<file path="src/rtl/block_scheduler.sv">
// Two-level falling-block spawn scheduler paced by synchronised VGA frame ticks.
// Optional pause (keycode 8'h13 toggle) is enabled by defining BLOCK_SCHED_PAUSE_EN.
module block_scheduler #(
  parameter int NUM_CH           = 13,
  parameter int CLK_HZ           = 50000000,
  parameter int SEC_W            = 10,
  parameter int GAP1             = 60,
  parameter int GAP2             = 30,
  parameter int SPAWNS_PER_LEVEL = 20
) (
  input  logic              Clk,
  input  logic              Reset,
  input  logic              Run,
  input  logic              vs,
  input  logic [7:0]        keycode,
  input  logic [NUM_CH-1:0] end_level,
  output logic [NUM_CH-1:0] block_ready,
  output logic              level_one,
  output logic              level_two,
  output logic              game_over,
  output logic              paused,
  output logic [SEC_W-1:0]  seconds
);
  localparam int PTR_W = $clog2(NUM_CH);
  localparam int GMAX  = (GAP1 > GAP2) ? GAP1 : GAP2;
  localparam int GAP_W = $clog2(GMAX + 1);
  localparam int SPW_W = $clog2(SPAWNS_PER_LEVEL + 1);
  localparam int PRE_W = $clog2(CLK_HZ + 1);
  localparam logic [GAP_W-1:0] GLIM1   = GAP_W'(GAP1 - 1);
  localparam logic [GAP_W-1:0] GLIM2   = GAP_W'(GAP2 - 1);
  localparam logic [SPW_W-1:0] SPW_END = SPW_W'(SPAWNS_PER_LEVEL);
  localparam logic [PRE_W-1:0] PRE_MAX = PRE_W'(CLK_HZ - 1);
  localparam logic [PTR_W-1:0] PTR_MAX = PTR_W'(NUM_CH - 1);

  typedef enum logic [2:0] {S_IDLE, S_GAP, S_SPAWN, S_DRAIN, S_DONE} state_t;

  state_t             state_q, state_d;
  logic               level_q, level_d;      // 0 = level 1, 1 = level 2
  logic [SPW_W-1:0]   spawn_q, spawn_d;
  logic [GAP_W-1:0]   gap_q, gap_d;
  logic [PTR_W-1:0]   ptr_q, ptr_d;
  logic [PRE_W-1:0]   presc_q, presc_d;
  logic [SEC_W-1:0]   sec_q, sec_d;
  logic [NUM_CH-1:0]  br_q, br_d;
  logic               l1_q, l1_d, l2_q, l2_d, go_q, go_d, play_d;
  logic               vs_s1_q, vs_s2_q, vs_prev_q, tick;
  logic               pause_q, pause_clr;
  logic               found;
  logic [PTR_W-1:0]   cand, sel, ptr_nxt;
  int                 idx;

  assign tick = vs_s2_q & ~vs_prev_q;

  // Rotating first-free search starting at the pointer.
  always_comb begin
    found = 1'b0;
    sel   = '0;
    cand  = '0;
    idx   = 0;
    for (int k = 0; k < NUM_CH; k++) begin
      idx = int'(ptr_q) + k;
      if (idx >= NUM_CH) idx = idx - NUM_CH;
      cand = PTR_W'(idx);
      if (!found && !br_q[cand]) begin
        found = 1'b1;
        sel   = cand;
      end
    end
    ptr_nxt = (sel == PTR_MAX) ? '0 : sel + PTR_W'(1);
  end

  always_ff @(posedge Clk or posedge Reset) begin
    if (Reset) begin
      state_q   <= S_IDLE;
      level_q   <= 1'b0;
      spawn_q   <= '0;
      gap_q     <= '0;
      ptr_q     <= '0;
      presc_q   <= '0;
      sec_q     <= '0;
      br_q      <= '0;
      l1_q      <= 1'b0;
      l2_q      <= 1'b0;
      go_q      <= 1'b0;
      vs_s1_q   <= 1'b0;
      vs_s2_q   <= 1'b0;
      vs_prev_q <= 1'b0;
    end else begin
      state_q   <= state_d;
      level_q   <= level_d;
      spawn_q   <= spawn_d;
      gap_q     <= gap_d;
      ptr_q     <= ptr_d;
      presc_q   <= presc_d;
      sec_q     <= sec_d;
      br_q      <= br_d;
      l1_q      <= l1_d;
      l2_q      <= l2_d;
      go_q      <= go_d;
      vs_s1_q   <= vs;
      vs_s2_q   <= vs_s1_q;
      vs_prev_q <= vs_s2_q;
    end
  end

  always_comb begin
    state_d   = state_q;
    level_d   = level_q;
    spawn_d   = spawn_q;
    gap_d     = gap_q;
    ptr_d     = ptr_q;
    presc_d   = presc_q;
    sec_d     = sec_q;
    pause_clr = 1'b0;
    // Clears first so a set of the same channel below overrides it.
    br_d      = br_q & ~end_level;
    if ((state_q == S_GAP || state_q == S_SPAWN || state_q == S_DRAIN) && !pause_q) begin
      if (presc_q == PRE_MAX) begin
        presc_d = '0;
        if (sec_q != '1) sec_d = sec_q + SEC_W'(1);
      end else begin
        presc_d = presc_q + PRE_W'(1);
      end
    end
    case (state_q)
      S_IDLE, S_DONE: begin
        if (Run) begin
          state_d   = S_GAP;
          level_d   = 1'b0;
          spawn_d   = '0;
          gap_d     = '0;
          ptr_d     = '0;
          presc_d   = '0;
          sec_d     = '0;
          pause_clr = 1'b1;
        end
      end
      S_GAP: begin
        if (tick && !pause_q) begin
          if (gap_q == (level_q ? GLIM2 : GLIM1)) begin
            gap_d   = '0;
            state_d = S_SPAWN;
          end else begin
            gap_d = gap_q + GAP_W'(1);
          end
        end
      end
      S_SPAWN: begin
        if (found && !pause_q) begin
          br_d[sel] = 1'b1;
          ptr_d     = ptr_nxt;
          spawn_d   = spawn_q + SPW_W'(1);
          state_d   = (spawn_d == SPW_END) ? S_DRAIN : S_GAP;
        end
      end
      S_DRAIN: begin
        if (br_q == '0) begin
          if (!level_q) begin
            level_d = 1'b1;
            spawn_d = '0;
            state_d = S_GAP;
          end else begin
            state_d   = S_DONE;
            pause_clr = 1'b1;
          end
        end
      end
      default: state_d = S_IDLE;
    endcase
  end

  always_comb begin
    play_d = (state_d == S_GAP) || (state_d == S_SPAWN) || (state_d == S_DRAIN);
    l1_d   = play_d & ~level_d;
    l2_d   = play_d & level_d;
    go_d   = (state_d == S_DONE);
  end

`ifdef BLOCK_SCHED_PAUSE_EN
  logic [7:0] key_q;
  always_ff @(posedge Clk or posedge Reset) begin
    if (Reset) begin
      key_q   <= '0;
      pause_q <= 1'b0;
    end else begin
      key_q <= keycode;
      if (pause_clr) pause_q <= 1'b0;
      else if (keycode == 8'h13 && key_q != 8'h13) pause_q <= ~pause_q;
    end
  end
`else
  logic unused_keycode;
  assign pause_q        = 1'b0;
  assign unused_keycode = ^{keycode, pause_clr};
`endif

  assign block_ready = br_q;
  assign level_one   = l1_q;
  assign level_two   = l2_q;
  assign game_over   = go_q;
  assign paused      = pause_q;
  assign seconds     = sec_q;
endmodule
</file>
<file path="config.mk">
export PLATFORM = sky130hd
export DESIGN_NAME = block_scheduler
export DESIGN_NICKNAME = d
export VERILOG_FILES = /design/src/rtl/block_scheduler.sv
export SDC_FILE = /design/constraint.sdc
export NUM_CORES = 1
export LEC_CHECK = 0
export ABC_AREA = 1
export CELL_PAD_IN_SITES_DETAIL_PLACEMENT = 1
export CELL_PAD_IN_SITES_GLOBAL_PLACEMENT = 1
export CORE_MARGIN = 1
export CORE_UTILIZATION = 44
export CTS_BUF_LIST = sky130_fd_sc_hd__clkbuf_8
export DETAILED_ROUTE_END_ITERATION = 8
export PLACE_DENSITY = 0.8
export SYNTH_ARGS = -nofsm -noshare
export SYNTH_HDL_FRONTEND = slang
export SYNTH_SLANG_ARGS = --single-unit
export TNS_END_PERCENT = 10
</file>
<file path="constraint.sdc">
create_clock -name Clk -period 4.8 [get_ports Clk]
set_input_delay 0.96 -clock Clk [delete_from_list [all_inputs] [get_ports Clk]]
set_output_delay 0.96 -clock Clk [all_outputs]
set_load 0.1 [all_outputs]
</file>
==> impl_results.md, run 1 <==
- Outcome: complete, no violations
- Die Y: 134 um
- Initial antenna violation count: 0
- Syn nets: 1280
- Post-Syn Area: 7630 sq um
- Finished Cell Area: 8900 sq um
- Power per Cell Area: 304 nW/um^2
- Maximum vdd drop: 0.000240 V
- DP Area: 8540 sq um
- Psw: 1.21 mW
- Synth Area in Compound Gates: 14.2%
- Fin Clk Skew: 0.0138 ns
- Synth top area cells: dfrtp_1 (24%), nand2_1 (16%), nand3_1 (12%), inv_1 (6.7%), o21ai_0 (4.9%)
- GPL Wtd Cong: 0.976
- Critical path peak fanout: 12
- Synth Area in XOR/XNOR: 2.85%
- Sequential power share: 27.0%
- Clock insertion delay at the later pin of the skew report: 0.36 ns
- CP delay by family, top: simple AND/OR/NAND/NOR gates
- Fraction of layout instances using a drive strength above 1: 11.6%
- Fin nets: 1358
- CTS tree: done
- Worst EP arrival: 4.75 ns
- Fin crit share: 92.8%
- Vias per cell: 5.79
- Crit path required time: 5.10 ns
- Root buf cell: clkbuf_8
- Most used DFF post-synth: dfrtp_1
- Starting DRT DRC Count: 500
- Cells after synthesis: 1226
- Synthesized flop and latch total: 74
- EDFF count, synth: 0
- Adder-Cell Fraction of Synth Area: 4.76%
- RSZ-0062 raised after global routing: no
- DP Worst Slack: 0.176 ns
- Worst setup path category: reg2reg
- Crit. End Element: flip-flop
- Largest family of logic cells by synthesized area: simple AND/OR/NAND/NOR gates
- Hpwl dp: 22800 um
- Vias in the first global route: 9097
- Count leader, synth: nand2_1
- Max Cap Violations: 0
- Clock Tree Buf Depth: 2
- Startpoint class of the critical path: flip-flop
- Overflow after GRT: 0
- Setup TNS: 0 ns
- DRT antenna net count: 0
- Die area: 17900 sq um
- Setup violators final: 0
- Port buffer count: 42
- First-pass GRT wire length: 47800 um
- Synth area leader: dfrtp_1
- Tmin final: 4.45 ns
- Register area share after synthesis: 24.3%
- Pleak: 4.20 nW
- Total CTS buffers: 9
- Measured slew at the worst slew-check pin: 1.00 ns
- CP bufs+invs: 5
- Core box area: 16800 sq um
- Final WS setup: 0.348 ns
- DRC viols: 0
- Clock share of power: 24.0%
- Slew HR: 33.0%
- # rows: 47
- Syn Area/Cell: 6.22 sq um
- DRT Pass-1 Iters: 5
- Chip width: 134 um
- Final WL: 30000 um
- Gr usage total: 34.5%
- Routed WL per cell: 19.6 um
- Final Hold Fails: 0
- Mux share of post-synthesis cell area: 0.131%
- Ys Warns: 0
- Logic pwr share: 49.1%
- CTS clk-pin slew, worst paths: 0.08 ns
- H-tree depth: 3
- Final hold slack: 0.364 ns
- Cell Int Power: 1.50 mW
- Most frequent CP cell: nand2_1
- Synthesis-to-finish area growth: 16.7%
- CTS sink count: 74
- Initial Util: 45.5%
- Area share of and/or/nand/nor cells after synthesis: 44.4%
- Via Count: 8859
- Post-synth top area share: 24.3%
- Synth cell count leaders: nand2_1 (335), nand3_1 (190), inv_1 (136), nor2_1 (87)
- Worst path max stage delay: 0.45 ns
- CP max stage cell: dfrtp_1
- FMAX: 225 MHz
- Hold Path Class: reg2reg
- Synth unique cells: 51
- Fillers: 2344
- Asr flop ratio synth: 100%
- Pin count of the biggest net entering global routing: 55
- I/O pin count: 52
- Antenna cells: 0
- FF-to-FF setup slack: 0.35 ns
- Sw frac: 44.7%
- Fin. max-slew vios: 0
layer usage:
layer / share of wire [%] / track usage, % / up-vias
met4: 6.0 / 21.3 / 0
met1: 41 / 40.9 / 4250
met3: 4.5 / 3.54 / 96
met2: 48 / 60.0 / 260
li1: - / - / 4253
met5: 0 / 0 / -
power by group through the flow:
stage / clock, mW / sequential [mW] / combinational, mW
after floorplan: 0 / 0.759 / 0.878
after detailed placement: 0 / 0.740 / 1.29
after CTS: 0.654 / 0.729 / 1.30
after global routing: 0.679 / 0.737 / 1.46
after global placement: 0 / 0.736 / 1.25
final: 0.648 / 0.729 / 1.33
final timing paths:
path / from / to / cells after the start
worst min-delay path: vs_s1_q / vs_s2_q / 0
worst max-delay path: ptr_q[2] / ptr_q[3] / 28
max in group asynchronous: Reset / presc_q[12] / 3
min in group asynchronous: Reset / seconds[9] / 2
worst max register to register: ptr_q[2] / ptr_q[3] / 28
worst min register to register: vs_s1_q / vs_s2_q / 0
layout by cell type, fill, tap and decap left out, types with 29 or more instances in the layout:
cell type	instances
o21ai_0	71
a21oi_1	48
nand3_1	189
nand4_1	29
dfrtp_1	72
nor2_1	86
buf_4	51
clkdlybuf4s50_1	42
nand2_1	331
inv_1	135
stage by stage:
step / total power, mW / utilization (%) / instances
detailed placement: 2.03 / 51.0 / 1509
CTS: 2.68 / 52.5 / 1525
floorplan: 1.64 / - / 1226
global route: 2.88 / 53.1 / 1529
finish: 2.70 / 53.1 / 1529
global placement: 1.99 / 51.0 / 1509
layout make-up:
type	count	area (sq um)	share of cell area, %
Sequential cell	74	1850	20.8
Clock buffer	10	138	1.55
Inverter	151	578	6.50
Timing Repair Buffer	93	803	9.03
Multi-Input combinational cell	975	5120	57.5
Tap cell	220	275	3.09
Clock inverter	6	129	1.45
flip-flops by register name, indices dropped and copies added (netlist names), 3 cells and up:
| signal | cells |
|---|---|
| spawn_q | 5 |
| seconds | 10 |
| gap_q | 6 |
| state_q | 3 |
| block_ready | 13 |
| presc_q | 26 |
| ptr_q | 4 |
cell families after synthesis:
kind of cell	after synthesis
muxes	1
and+or+nand+nor	732
DFF	74
xor gates and xnor gates	24
adders and majority gates	29
AOI/OAI and AO/OA	188
other	1
buffers and inverters	177
timing repair:
item / 4_1_cts / 5_1_grt
setup buffers: 0 / 4
endpoints found under the setup margin: 0 / 17
hold buffers: 0 / 0
gates resized for setup: 0 / 23
(Power assumes the default switching activity.)
==> run 2, diff against run 1 <==
--- a/config.mk
+++ b/config.mk
@@ -16,4 +16,4 @@
 export SYNTH_ARGS = -nofsm -noshare
 export SYNTH_HDL_FRONTEND = slang
 export SYNTH_SLANG_ARGS = --single-unit
-export TNS_END_PERCENT = 10
+export TNS_END_PERCENT = 20
==> results of run 2 <==
Final layout, timing and power as in run 1 (identical DEF).
==> run 3, diff against run 2 <==
--- a/config.mk
+++ b/config.mk
@@ -12,6 +12,7 @@
 export CORE_UTILIZATION = 44
 export CTS_BUF_LIST = sky130_fd_sc_hd__clkbuf_8
 export DETAILED_ROUTE_END_ITERATION = 8
+export MAX_ROUTING_LAYER = met4
 export PLACE_DENSITY = 0.8
 export SYNTH_ARGS = -nofsm -noshare
 export SYNTH_HDL_FRONTEND = slang
==> impl_results.md, run 3 (synthesis results as in run 1) <==
- Port buffer count: 42
- Clock share of power: 19.6%
- Core box area: 16800 sq um
- Power per Cell Area: 289 nW/um^2
- DRT Pass-1 Iters: 5
- DRT antenna net count: 0
- Finished Cell Area: 8760 sq um
- CP max stage cell: dfrtp_2
- Placed cell count: 1507
- Hold Path Class: reg2reg
- Commonest non-fill, non-tap cell in the layout: nand2_1
- Routed WL per cell: 19.5 um
- Hpwl dp: 22700 um
- CTS clk-pin slew, worst paths: 0.08 ns
- GPL Wtd Cong: 0.986
- Pin count of the biggest net entering global routing: 56
- Fraction of layout instances using a drive strength above 1: 10.4%
- Psw: 1.20 mW
- Gr usage total: 35.2%
- Max Cap Violations: 0
- Worst setup path category: reg2reg
- Die Y: 134 um
- DP Area: 8540 sq um
- Max reg flops: 26
- Root buf cell: clkbuf_8
- Sequential power share: 28.8%
- Worst path max stage delay: 0.45 ns
- Hold-fix buffers, CTS: 0
- Antenna cells: 0
- Clock Tree Buf Depth: 2
- Synthesis-to-finish area growth: 14.9%
- Overflow after GRT: 0
- Fin nets: 1354
- Die area: 17900 sq um
- Pleak: 4.15 nW
- Maximum vdd drop: 0.000213 V
- Critical path peak fanout: 12
- Slew HR: 32.8%
- Via Count: 8825
- Starting DRT DRC Count: 447
- CP bufs+invs: 5
- Non-Filler Instances: 1525
- DRC viols: 0
- Fin. max-slew vios: 0
- Setup TNS: 0 ns
- CTS tree: done
- Chip width: 134 um
- Worst EP arrival: 4.81 ns
- # rows: 47
- Outcome: complete, no violations
- Crit. End Element: flip-flop
- Vias per cell: 5.79
- I/O pin count: 52
- FMAX: 221 MHz
- H-tree depth: 3
- Measured slew at the worst slew-check pin: 1.00 ns
- Tmin final: 4.52 ns
- Tot Pwr: 2.53 mW
- Startpoint class of the critical path: flip-flop
- Setup violators final: 0
- Fin Clk Skew: 0.0109 ns
- Clock insertion delay at the later pin of the skew report: 0.37 ns
- Initial antenna violation count: 0
- Logic pwr share: 51.6%
- Crit path required time: 5.09 ns
- Final WS setup: 0.276 ns
- Vias in the first global route: 8959
- Total CTS buffers: 9
- Cell Int Power: 1.33 mW
- Commonest non-fill, non-tap cells in the layout: nand2_1 (333), nand3_1 (190), inv_1 (138), nor2_1 (87)
- Final Hold Fails: 0
- Sw frac: 47.4%
- Fin crit share: 94.3%
- Final WL: 29700 um
- DP Worst Slack: 0.226 ns
- First-pass GRT wire length: 47200 um
- CP delay by family, top: simple AND/OR/NAND/NOR gates
- CTS sink count: 74
- Most flops, register: presc_q
- Initial Util: 45.5%
## run 3: changes by cell type in the layout (fill, tap and decap cells not counted), sizes merged
| cell | change |
|---|---|
| clkbuf | +1 |
| buf | -4 |
| bufinv | -3 |
| inv | +2 |
## run 3: worst paths after layout
check	startpoint	end	slack (ns)	cells after the start
max in group asynchronous	Reset	state_q[2]	2.86	3
min in group asynchronous	Reset	seconds[2]	1.12	2
hold reg to reg	vs_s1_q	vs_s2_q	0.36	0
setup / recovery	ptr_q[2]	ptr_q[1]	0.28	26
hold / removal	vs_s1_q	vs_s2_q	0.36	0
setup reg to reg	ptr_q[2]	ptr_q[1]	0.28	26
## run 3: what timing repair did
action,in CTS,in global routing
endpoints found under the setup margin,0,6
setup buffers,0,2
gates resized for setup,0,8
## run 3: area by class of cell
cell class / instances / area [sq um]
timing repair buffer: 89 / 786
inverter: 151 / 573
tap: 220 / 275
clock inverter: 5 / 46.3
sequential: 74 / 1850
clock buffer: 11 / 151
multi-input combinational: 975 / 5080
fill: 2359 / 8000
## run 3: metal layers
layer	part of all wire [%]	global-route usage, %	vias to the layer above
met5	0	-	-
met4	5.3	19.3	0
met3	4.4	3.58	104
met2	49	60.3	231
met1	42	40.4	4237
li1	-	-	4253
## run 3: stage by stage
stage / utilization, % / hold WS, ns
floorplan: - / 0.331
global placement: 50.9 / 0.349
detailed placement: 50.9 / 0.338
CTS: 52.1 / 0.365
global route: 52.3 / 0.377
finish: 52.3 / 0.362
## run 3: power groups by stage
stage	Clock [mW]	Sequential (mW)	Combinational [mW]
2_1_floorplan	0	0.759	0.878
3_3_place_gp	0	0.736	1.25
3_5_place_dp	0	0.737	1.28
4_1_cts	0.504	0.728	1.29
5_1_grt	0.527	0.735	1.45
6_report	0.497	0.729	1.31
